## config.mk

```make
export PLATFORM = sky130hd
export DESIGN_NAME = cellrv32_clkgen
export DESIGN_NICKNAME = d
export VERILOG_FILES = /design/src/rtl/cellrv32_clkgen.sv
export SDC_FILE = /design/constraint.sdc
export NUM_CORES = 1
export LEC_CHECK = 0
export BUFFER_PORTS_ARGS = -buffer_cell sky130_fd_sc_hd__buf_4
export CAP_MARGIN = 20
export CORE_ASPECT_RATIO = 1.25
export CORE_UTILIZATION = 58
export DETAILED_ROUTE_END_ITERATION = 7
export PLACE_DENSITY_LB_ADDON = 0.25
export SYNTH_ARGS = -nofsm -noshare
export SYNTH_HDL_FRONTEND = slang
export SYNTH_SLANG_ARGS = --single-unit
```

## constraint.sdc

```tcl
create_clock -name clk_i -period 2.8 [get_ports clk_i]
set_input_delay 0 -clock clk_i [delete_from_list [all_inputs] [get_ports clk_i]]
set_output_delay 0 -clock clk_i [all_outputs]
set_load 0.005 [all_outputs]
```

## src/rtl/cellrv32_clkgen.sv

```systemverilog
// Purpose : central prescaler; turns peripheral enable requests into eight clk_i tick strobes (clk/2 .. clk/4096).
// Latency : request -> en_q after 1 edge, first count after 2 edges, first clk/2^n tick after 2+2^(n-1) edges.
// Backpress: none; freeze_i holds the prescaler in place and masks ticks, dropping all requests clears it.
module cellrv32_clkgen #(
    parameter int NUM_REQ = 8
) (
    input  logic               clk_i,
    input  logic               rstn_int_i,
    input  logic [NUM_REQ-1:0] clkgen_en_i,
    input  logic               freeze_i,
    output logic [7:0]         clkgen_o,
    output logic               active_o
);

    // IDLE: nobody asks for ticks, counter parked at zero.
    // RUN : counting, ticks generated from tap rising edges.
    // HOLD: requested but frozen; counter and its delayed copy stay put.
    typedef enum logic [1:0] {
        ST_IDLE = 2'd0,
        ST_RUN  = 2'd1,
        ST_HOLD = 2'd2
    } state_t;

    logic         r_en_q;
    logic [11:0]  r_cnt;
    logic [11:0]  r_cnt_ff;
    logic [7:0]   r_tick;
    logic         r_active;

    logic         w_req_any;
    state_t       w_state;
    logic [11:0]  w_cnt_nxt;
    logic [11:0]  w_cnt_ff_nxt;
    logic [7:0]   w_tick_nxt;
    logic [7:0]   w_tap_now;
    logic [7:0]   w_tap_prev;

    assign w_req_any = |clkgen_en_i;

    // Tap bits feeding tick index 0..7; divide-by-2^n watches counter bit n-1.
    assign w_tap_now  = {r_cnt[11], r_cnt[10], r_cnt[9], r_cnt[6],
                         r_cnt[5], r_cnt[2], r_cnt[1], r_cnt[0]};
    assign w_tap_prev = {r_cnt_ff[11], r_cnt_ff[10], r_cnt_ff[9], r_cnt_ff[6],
                         r_cnt_ff[5], r_cnt_ff[2], r_cnt_ff[1], r_cnt_ff[0]};

    // Operating state is decoded from the registered request and the live freeze level,
    // so freeze takes effect on the very next edge.
    always_comb begin
        w_state = ST_IDLE;
        if (r_en_q) begin
            w_state = freeze_i ? ST_HOLD : ST_RUN;
        end
    end

    // Next counter, delayed counter and tick values for the current state.
    always_comb begin
        w_cnt_nxt    = 12'd0;
        w_cnt_ff_nxt = 12'd0;
        w_tick_nxt   = 8'd0;
        case (w_state)
            ST_RUN: begin
                // Wrap 4095 -> 0 only produces falling taps, hence no tick.
                w_cnt_nxt    = r_cnt + 12'd1;
                w_cnt_ff_nxt = r_cnt;
                w_tick_nxt   = w_tap_now & ~w_tap_prev;
            end
            ST_HOLD: begin
                // Holding both copies keeps the pending edge relationship intact,
                // so resuming neither loses nor repeats a tick.
                w_cnt_nxt    = r_cnt;
                w_cnt_ff_nxt = r_cnt_ff;
            end
            default: begin
                w_cnt_nxt    = 12'd0;
                w_cnt_ff_nxt = 12'd0;
            end
        endcase
    end

    // State registers: request sync, prescaler, tick strobes and running status.
    always_ff @(posedge clk_i or negedge rstn_int_i) begin
        if (!rstn_int_i) begin
            r_en_q   <= 1'b0;
            r_cnt    <= 12'd0;
            r_cnt_ff <= 12'd0;
            r_tick   <= 8'd0;
            r_active <= 1'b0;
        end else begin
            r_en_q   <= w_req_any;
            r_cnt    <= w_cnt_nxt;
            r_cnt_ff <= w_cnt_ff_nxt;
            r_tick   <= w_tick_nxt;
            r_active <= r_en_q & ~freeze_i;
        end
    end

    assign clkgen_o = r_tick;
    assign active_o = r_active;

endmodule

```

; Word level (Yosys, flattened, before mapping)
; Cells that the tools add are included.
[word_totals]
reg_bits = 34
inputBits = 11
out_inout_bits = 9
elab_cells = 18
[op_classes]
addsub = 1
n_eq_ne = 2
muxes = 5
n_bitwise = 4
reduce_logical = 1
[ops]
columns = cell, n
row1 = $pmux 12 s2, 2
row2 = $add 12x1->12 const B, 1
row3 = $and 8x8->8, 1
row4 = $mux 8, 1
row5 = $not 8->8, 1
row6 = $reduce_or 8->1, 1
row7 = $mux 2, 2
row8 = $eq 2x1->1 const B, 1
row9 = $eq 2x2->1 const B, 1
row10 = $and 1x1->1, 1
row11 = $not 1->1, 1

; Longest topological paths before layout
; Gate-level depths: netlist of the first run.
[logic_depth]
word_depth = 4
depth_mapped = 5
ltp_nobuf = 4

; Least setup slack after synthesis of the first run
; OpenSTA, ideal clock, no wires.
[synth_path]
path_kind = register to register
start = reg r_cnt[4]
end = reg r_cnt[10]
setup_time_ns = 0.080
arrival_ns = 1.264
t_required_ns = 2.720
slack_ns = 1.456
path_stages_with_launch = 5
n_path_buf = 1
period_less_slack_ns = 1.344
path_cell_list = dfrtp_1 -> nand4b_4 -> buf_6 -> or4_1 -> a21oi_1
[synth_via]
elab_chain_cells = 2
[synth_lines]
columns = item, line
row1 = "start, declared", 25  ; logic [11:0] r_cnt;
row2 = "start signal, assigned", 90  ; r_cnt <= w_cnt_nxt;
row3 = $add 12x1->12, 63  ; w_cnt_nxt = r_cnt + 12'd1;
row4 = $pmux 12 s2, 60  ; case (w_state)
; No other way between the ends.
; A chain may end at the register's enable or synchronous reset.

; Worst setup path after layout of the first run
[layout_path]
start = in clkgen_en_i[6]
end = reg r_en_q
[layout_via]
elab_chain_cells = 1
[layout_lines]
columns = item, line
row1 = "start, declared", 9  ; input logic [NUM_REQ-1:0] clkgen_en_i,
row2 = $reduce_or 8->1, 38  ; assign w_req_any = |clkgen_en_i;
row3 = net w_req_any, 30  ; logic w_req_any;
row4 = "end signal, assigned", 89  ; r_en_q <= w_req_any;
row5 = "end, declared", 24  ; logic r_en_q;
; The timed path passes the listed nets, and every way through them passes these cells.

==> results of run 1 <==
-- repair_timing --
item,4_1_cts,5_1_grt
resized for setup,0,0
hold buffers,4,0
endpoints found under the hold margin,31,0
setup buffers,0,0
-- per-stage QoR --
stage / worst slack, ps / power [µW]
floorplan: 1460 / 774
global placement: 1400 / 849
detailed placement: 1380 / 868
CTS: 1040 / 1140
global route: 940 / 1200
finish: 1010 / 1130
-- power groups by stage --
stage                     combinational [µW]  clock [µW]  sequential, µW
after floorplan                          158           0             617
after global placement                   222           0             628
after detailed placement                 232           0             636
after CTS                                237         277             629
after global routing                     265         292             643
final                                    233         265             630
-- area by class of cell --
cell class	instances	area share, %
clock inverters	1	0.331
well taps	20	1.66
multi-input cells	72	31.9
flip-flops and latches	30	49.7
repair buffers	23	12.1
inverters	3	0.745
clock buffers	7	3.64
-- cells in the mapped netlist, drive strengths merged --
cell and instances:
a21oi 7, buf 3, clkbuf 2, clkinv 1, dfrtp 30, ha 1, inv 2, mux2i 10
nand2 5, nand2b 2, nand3 3, nand3b 1, nand4b 2, nor2 12, nor2b 1, nor3 1
nor3b 7, nor4 3, o21ai 3, o31ai 4, or3 3, or4 4, xnor2 1, xor2 2
-- worst paths after layout --
path                           startpoint      endpoint  cells past startpoint
setup reg to reg                 r_cnt[3]      r_cnt[8]                      3
hold reg to reg               r_cnt_ff[2]   clkgen_o[2]                      1
max in group asynchronous      rstn_int_i  r_cnt_ff[11]                      2
min in group asynchronous      rstn_int_i      active_o                      2
setup / recovery           clkgen_en_i[6]        r_en_q                      6
hold / removal                   freeze_i   r_cnt_ff[6]                      3
-- state kept, by name, summed over array words and instances (netlist names) --
signal    count
r_en_q        1
active_o      1
r_cnt_ff      8
r_cnt        12
clkgen_o      8
-- kinds of logic (layout without fill, tap and decap cells) --
| kind of cell | Yosys count | count (layout) |
|---|---|---|
| adders and majority gates | 1 | 1 |
| muxes | 10 | 10 |
| buffers and inverters | 8 | 34 |
| AOI/OAI and AO/OA | 14 | 14 |
| and+or+nand+nor | 44 | 44 |
| xor gates and xnor gates | 3 | 3 |
| DFF | 30 | 30 |
-- worst max-delay path, stage by stage --
cell,delay (ps)
dlygate4sd3_1,540
buf_4,130
nor4_1,160
dlygate4sd3_1,580
nand2_1,50
dlygate4sd3_1,560
-- cell usage in the layout, fill, tap and decap left out --
cell,n
inv_1,2
o31ai_1,4
clkinv_2,1
nor3_1,1
ha_1,1
nor4_1,3
mux2i_1,10
clkinv_1,1
a21oi_1,7
or3_1,3
nand3_1,3
nand3b_1,1
clkbuf_8,1
xnor2_1,1
buf_4,19
nand4b_1,1
xor2_1,2
nand4b_4,1
nand2b_1,2
dfrtp_1,30
nor2b_1,1
clkbuf_4,5
clkbuf_1,1
o21ai_0,3
or4_1,4
nand2_1,5
nor2_1,12
nor3b_1,7
dlygate4sd3_1,4
-- layer usage --
metal  wire, µm  up-vias
li1           -      439
met1       1020      433
met2       1120       22
met3         97        7
met4         54        0
met5          0        -
==> results.txt, run 1 <==
clock tree buffer depth: 2
register-to-register setup slack: 1380 ps
clock sink total: 30
largest net degree at the start of global routing: 31
number of global-route vias before repair: 827
met1 Usage GRT: 27.6%
area of the multi-input gates: 482 µm²
RSZ-0062 raised after global routing: false
clock power share: 23.5%
Finished Core Util: 74.6%
Worst VDD drop: 0.000553 V
layout cells sized above 1: 19.9%
Hold WS: 97.1 ps
multiplexer share of the synthesized area: 7.83%
initial antenna violation count: 0
run status: finished clean
Die Y: 54.5 µm
Cell Area, Synth: 1280 µm²
Final Max Tran Viols: 0
critical path launch point type: input pin
Leak: 0.000721 µW
HPWL after DPL: 1.49 mm
largest family of logic cells by synthesized area: simple AND/OR/NAND/NOR gates
WL final: 2.29 mm
die area: 2400 µm²
worst hold path type: input pin to flip-flop
post-synthesis sequential area ratio: 58.7%
headroom to the max-slew limit: 64.8%
post-synthesis register bit count: 30
starting density of the core: 63.1%
final instance area: 1510 µm²
# Max-Cap Violations: 0
Final Non-Filler Cells: 156
Pwr Density: 746 nW/µm²
Filler Cells Inserted: 145
Compound-Gate Fraction of Synth Area: 6.26%
fmax: 558 MHz
Yosys top cell by area: dfrtp_1
Final Skew: 8.27 ps
kind of critical path: input pin to flip-flop
port bufs: 19
Synth Net Count: 122
storage element area: 751 µm²
Gate Count Post-Synth: 110
Global Route met3 Usage: 8.25%
IO Pins: 20
total grt overflow: 0
Avg Inst Size Synth: 11.6 µm²
number of iterations in the first detailed-routing pass: 6
vias after detailed routing: 901
DP Area: 1410 µm²
Iteration-0 DRC Markers: 12
number of instances in the placed design: 144
Hold Fails Final Rpt: 0
Root Buffer: clkbuf_4
placer congestion estimate: 0.706
Setup TNS: 0 ps
Clock Latency Late Sink: 340 ps
post-synthesis xor/xnor area fraction: 2.05%
Die X: 44.0 µm
switching power: 354 µW
GR peak layer: met2
Area growth, synth to finish: 18.2%
TritonCTS buffer count: 5
DRC viols: 0
TritonCTS clock tree: done
crit share post-route: 64.0%
WL/cell: 14.7 µm
depth of the CTS H-tree: 2
required time of the worst setup path: 3020 ps
crit path DAT: 2010 ps
first-pass GRT wire length: 3.75 mm
ANT cells: 0
met2 Use GR: 36.3%
adder-cell share of the synthesized area: 0.978%
gr usage total: 22.9%
CTS clock-pin slew for the worst setup and hold paths: 90 ps
Flop pwr share: 55.8%
Yosys top cell area share: 58.7%
Final min period: 1790 ps
post-synthesis cell type count: 26
top post-synthesis cells by area: dfrtp_1, mux2i_1, nor3b_1
critical-path maximum fanout: 1
YS warnings: 0
Int Pwr: 774 µW
post-route antenna net violation count: 0
Post-layout nets: 147
combinational power share: 20.6%
Placeable Area: 2030 µm²
simple-gate share of the synthesized area: 20.5%
Worst-Margin Slew: 524 ps
Final setup viols: 0
Vias/cell: 5.78
Crit. End Element: flip-flop
Sw Ratio: 31.3%
row cnt: 18
Note: power is estimated with default switching activity, not from simulation.
==> inputs of run 2 (changes only) <==
CORE_UTILIZATION = 54   (was 58)
clock period = 1.9 ns   (was 2.8 ns; I/O delays follow)
==> run 2 against run 1 <==
Largest cell class unchanged. Critical endpoint unchanged. Non-clock buffer count stayed put. Critical path type unchanged. Highest routed layer unchanged. Final area is 2.1% higher. Worst hold slack better by 11 ps.
==> results.txt, run 2 (synthesis gave the netlist of run 1 again) <==
run status: finished clean
total grt overflow: 0 (unchanged)
worst hold path type: input pin to flip-flop
ANT cells: 0 (unchanged)
Worst-Margin Slew: 550 ps (+25.2 ps)
post-route antenna net violation count: 0 (unchanged)
Filler Cells Inserted: 175 (+21%)
CP max stage delay: 580 ps (about the same)
port bufs: 19 (unchanged)
starting density of the core: 57.8% (-5.2 points)
Hold Fails Final Rpt: 0 (unchanged)
crit path DAT: 2010 ps (about the same)
Final setup viols: 0 (unchanged)
Die Y: 56.4 µm (+3.5%)
CP most frequent cell: dlygate4sd3_1
gr usage total: 23.5% (+0.61 points)
final instance area: 1540 µm² (+2.1%)
DRC viols: 0 (unchanged)
die area: 2570 µm² (+7.1%)
headroom to the max-slew limit: 63.1% (-1.7 points)
Worst VDD drop: 0.00107 V (+94%)
TritonCTS buffer count: 5 (unchanged)
# Max-Cap Violations: 0 (unchanged)
Final Max Tran Viols: 0 (unchanged)
Clock Latency Late Sink: 340 ps (about the same)
Post-layout nets: 147 (unchanged)
hold path cells: 3 (unchanged)
Leak: 0.000731 µW (+1.3%)
storage element area: 751 µm² (unchanged)
crit share post-route: 94.7%
area of the multi-input gates: 482 µm² (unchanged)
final worst-path setup slack: 100 ps (-909 ps)
row cnt: 19 (+1)
depth of the CTS H-tree: 2 (unchanged)
Placeable Area: 2210 µm² (+9.1%)
number of global-route vias before repair: 936 (+13%)
WL/cell: 14.6 µm (-0.30%)
most frequent cells in the layout: dfrtp_1, buf_4, nor2_1
Critical-path top delay cell: dlygate4sd3_1
initial antenna violation count: 0 (unchanged)
max FFs per register: 12 (unchanged)
number of instances in the placed design: 155 (+7.6%)
RSZ-0062 raised after global routing: false
layout cells sized above 1: 20.6% (+0.74 points)
placer congestion estimate: 0.741 (+4.9%)
register-to-register setup slack: 420 ps (-960 ps)
crit-path cells: dlygate4sd3_1, buf_4, nor4_1, dlygate4sd3_1, nand2_1, dlygate4sd3_1
Area growth, synth to finish: 20.6%
kind of critical path: input pin to flip-flop
most common cell after layout, fill and taps aside: dfrtp_1
Final Non-Filler Cells: 167 (+7.1%)
clock sink total: 30 (unchanged)
register name with the most flops: r_cnt
DP Area: 1430 µm² (+0.98%)
WL final: 2.44 mm (+6.7%)
DP Worst Slack: 453 ps (-930 ps)
CTS clock-pin slew for the worst setup and hold paths: 90 ps (about the same)
largest net degree at the start of global routing: 31 (unchanged)
Final Skew: 12.2 ps (+3.90 ps)
HPWL after DPL: 1.56 mm (+4.2%)
critical path launch point type: input pin
IO Pins: 20 (unchanged)
Iteration-0 DRC Markers: 25 (+13)
Root Buffer: clkbuf_4
TritonCTS clock tree: done
Power, Total: 1770 µW (+57%)
fmax: 556 MHz
Pwr Density: 1150 nW/µm² (+54%)
Crit. End Element: flip-flop
vias after detailed routing: 920 (+2.1%)
Final min period: 1800 ps
required time of the worst setup path: 2110 ps (-910 ps)
first-pass GRT wire length: 4.18 mm (+11%)
clock tree buffer depth: 2 (unchanged)
Die X: 45.5 µm (+3.5%)
number of iterations in the first detailed-routing pass: 4 (-2)
depth of the most critical reg-to-reg path: 4 (+1)
critical-path maximum fanout: 1 (unchanged)
Vias/cell: 5.51 (-4.6%)
Setup TNS: 0 ps (unchanged)
[run 2: final timing paths]
kind | start | end
worst max-delay path | clkgen_en_i[6] | r_en_q
worst min-delay path | freeze_i | r_cnt_ff[11]
worst max register to register | r_cnt[0] | r_cnt[8]
worst min register to register | r_cnt_ff[0] | clkgen_o[0]
max in group asynchronous | rstn_int_i | clkgen_o[0]
min in group asynchronous | rstn_int_i | clkgen_o[5]
[run 2: report_power, final]
group / switching [µW] / total [µW] / internal (µW)
logic: 171 / 350 / 179
registers: 141 / 926 / 784
clock network: 220 / 492 / 272
[run 2: critical path, delay by kind of cell]
family / cells / cell delay, ps
buf+inv: 4 / 1820
simple gates: 2 / 190
[run 2: stage by stage]
step,hold WS [ps],utilization (%)
6_report,109,69.8
5_1_grt,115,69.8
4_1_cts,93.7,69.8
3_5_place_dp,-57.0,64.5
3_3_place_gp,-56.8,64.5
2_1_floorplan,-296,-
[run 2: per-layer routing]
metal,GRT usage (%),up-vias,routed length (µm)
li1,-,436,-
met1,29.5,459,1030
met2,35.9,17,1260
met3,5.79,8,78
met4,13.0,0,68
met5,0,-,0
[run 2: layout make-up]
cell class	count	share of cell area (%)
well taps	31	2.51
flip-flops and latches	30	48.7
repair buffers	23	11.8
inverters	3	0.730
clock inverters	3	2.60
multi-input cells	72	31.2
clock buffers	5	2.43
[run 2: what timing repair did]
action                                  4_1_cts  5_1_grt
endpoints found under the hold margin        31        0
hold buffers                                  4        0
gates resized for setup                       0        0
endpoints found under the setup margin        0        0
buffers inserted                              0        0
==> inputs of run 3 (changes only) <==
ABC_AREA = 1   (was unset)
CORE_UTILIZATION = 55   (was 54)
==> run 3 against run 2 <==
Synthesized area rose by 4.8%. Utilization rose by 1.5 points. Worst hold slack improved by 15 ps. Final area rose by 4.3%. Critical endpoint unchanged. Largest power group unchanged.
==> results.txt, run 3 <==
run status: finished clean
most frequent cells in the layout: nand2_1, dfrtp_1, buf_4
Synth Net Count: 155 (+27%)
top-count cell post-synth: nand2_1
Die X: 46.2 µm (+1.4%)
CP most frequent cell: dlygate4sd3_1
Crit. End Element: flip-flop
most common cell after layout, fill and taps aside: nand2_1
register name with the most flops: r_cnt
Root Buffer: clkbuf_4
Area growth, synth to finish: 20.1%
row cnt: 19 (unchanged)
CP max stage delay: 590 ps (about the same)
required time of the worst setup path: 2120 ps (about the same)
setup repair bufs after CTS: 0 (unchanged)
CTS resizes: 0 (unchanged)
worst hold path type: input pin to async pin
vias after detailed routing: 1058 (+15%)
Final min period: 1830 ps (+34.9 ps)
max FFs per register: 12 (unchanged)
Avg Inst Size Synth: 9.37 µm² (-19%)
Pwr Density: 974 nW/µm² (-15%)
Cell Area, Synth: 1340 µm² (+4.8%)
WL final: 2.55 mm (+4.2%)
post-synthesis xor/xnor area fraction: 0% (-2.1 points)
number of global-route vias before repair: 1032 (+10%)
depth of the CTS H-tree: 2 (unchanged)
critical-path maximum fanout: 1 (unchanged)
post-synthesis sequential area ratio: 56.0% (-2.7 points)
cts hold-fix bufs: 5 (+1)
WL/cell: 12.5 µm (-15%)
number of iterations in the first detailed-routing pass: 4 (unchanged)
Worst VDD drop: 0.000878 V (-18%)
total grt overflow: 0 (unchanged)
port bufs: 19 (unchanged)
Post-layout nets: 184 (+25%)
die area: 2640 µm² (+2.8%)
RSZ-0062 raised after global routing: false
kind of critical path: input pin to flip-flop
post-synthesis cell type count: 20 (-23%)
Compound-Gate Fraction of Synth Area: 7.94% (+1.7 points)
placer congestion estimate: 0.845 (+14%)
multiplexer share of the synthesized area: 0% (-7.8 points)
Placeable Area: 2260 µm² (+2.2%)
crit share post-route: 96.6% (+1.8 points)
Yosys top cell by area: dfrtp_1
commonest cells in the netlist: nand2_1, dfrtp_1, inv_1
post-synthesis register bit count: 30 (unchanged)
CTS clock-pin slew for the worst setup and hold paths: 90 ps (about the same)
Critical-path top delay cell: dlygate4sd3_1
gr usage total: 24.4% (+0.90 points)
largest net degree at the start of global routing: 31 (unchanged)
adder-cell share of the synthesized area: 0.934% (-0.045 points)
Die Y: 57.2 µm (+1.4%)
Final setup viols: 0 (unchanged)
fmax: 545 MHz (-1.9%)
Vias/cell: 5.19 (-5.9%)
Clock Latency Late Sink: 330 ps (about the same)
Iteration-0 DRC Markers: 26 (+4.0%)
Final Max Tran Viols: 0 (unchanged)
crit-path cells: dlygate4sd3_1, buf_4, nor4_1, dlygate4sd3_1, nand2_1, dlygate4sd3_1
Worst-Margin Slew: 356 ps (-194 ps)
Power, Total: 1570 µW (-11%)
TritonCTS buffer count: 5 (unchanged)
largest family of logic cells by synthesized area: simple AND/OR/NAND/NOR gates
initial antenna violation count: 0 (unchanged)
Final Skew: 7.93 ps (-4.25 ps)
first-pass GRT wire length: 4.40 mm (+5.1%)
Gate Count Post-Synth: 143 (+30%)
IO Pins: 20 (unchanged)
Leak: 0.000818 µW (+12%)
clock tree buffer depth: 2 (unchanged)
Async SR Flop Fraction: 100% (unchanged)
Setup TNS: 0 ps (unchanged)
ANT cells: 0 (unchanged)
top post-synthesis cells by area: dfrtp_1, nand2_1, nor3_2
Post-synth EDFFs: 0 (unchanged)
headroom to the max-slew limit: 76.3% (+13 points)
post-route antenna net violation count: 0 (unchanged)
starting density of the core: 59.3% (+1.5 points)
Synth Flop Type: dfrtp_1
crit path DAT: 2060 ps (+50 ps)
HPWL after DPL: 1.83 mm (+18%)
YS warnings: 0 (unchanged)
clock sink total: 30 (unchanged)
critical path launch point type: input pin
Hold Fails Final Rpt: 0 (unchanged)
simple-gate share of the synthesized area: 27.3% (+6.7 points)
DRC viols: 0 (unchanged)
layout cells sized above 1: 27.2% (+6.6 points)
TritonCTS clock tree: done
Worst Path Buf+Inv: 4 (unchanged)
Yosys top cell area share: 56.0% (-2.7 points)
delay-heaviest family, CP: buffers and inverters
# Max-Cap Violations: 0 (unchanged)
==> run 3: changes by cell type after synthesis, sizes merged, moves of 5 or more <==
cell	delta
inv	+20
mux2i	-10
nand2	+28
nand3	+5
nor3	+8
nor3b	-7
o21ai	+10
==> run 3: cell families (layout without fill, tap and decap cells) <==
logic type      after synthesis  in the layout
simple gates                 69             69
flops                        30             30
buf+inv                      24             54
compound gates               19             19
fa+ha+maj                     1              1
==> run 3: cell type report <==
| type | count | area [µm²] |
|---|---|---|
| Tap cell | 31 | 38.8 |
| Sequential cell | 30 | 751 |
| Fill cell | 169 | 649 |
| Clock inverter | 1 | 5.00 |
| Timing Repair Buffer | 24 | 193 |
| Inverter | 22 | 82.6 |
| Clock buffer | 7 | 55.1 |
| Multi-Input combinational cell | 89 | 484 |
==> run 3: per-stage QoR <==
| step | hold slack [ps] | instance area, µm² | util, % | std cells | setup slack, ps |
|---|---|---|---|---|---|
| after floorplan | -296 | 1340 | - | 143 | 822 |
| after global placement | -64.0 | 1500 | 66.4 | 191 | 731 |
| after global routing | 157 | 1610 | 71.2 | 204 | 36.2 |
| after CTS | 134 | 1610 | 71.2 | 204 | 152 |
| final | 123 | 1610 | 71.2 | 204 | 65.0 |
| after detailed placement | -55.1 | 1500 | 66.4 | 191 | 698 |
==> run 3: worst paths after layout <==
check	start	cells past startpoint	end	slack [ps]
worst min-delay path	rstn_int_i	2	r_en_q	120
min in group clk_i	clkgen_en_i[6]	4	r_en_q	410
worst max-delay path	clkgen_en_i[2]	6	r_en_q	70
worst min register to register	r_cnt_ff[11]	1	clkgen_o[7]	450
max in group asynchronous	rstn_int_i	2	r_cnt[7]	1510
worst max register to register	r_cnt[0]	6	r_cnt[10]	680
==> run 3: report_power, final <==
part	switching, µW	internal, µW	total, µW
clock network	218	179	397
logic	194	136	330
registers	95.4	745	841
total	508	1060	1570
==> run 3: routing by layer <==
metal / track usage [%] / vias up / share of wire [%]
met1: 27.1 / 501 / 39
met2: 41.4 / 33 / 54
li1: - / 519 / -
met3: 8.54 / 5 / 5.3
met4: 8.82 / 0 / 1.9
met5: 0 / - / 0
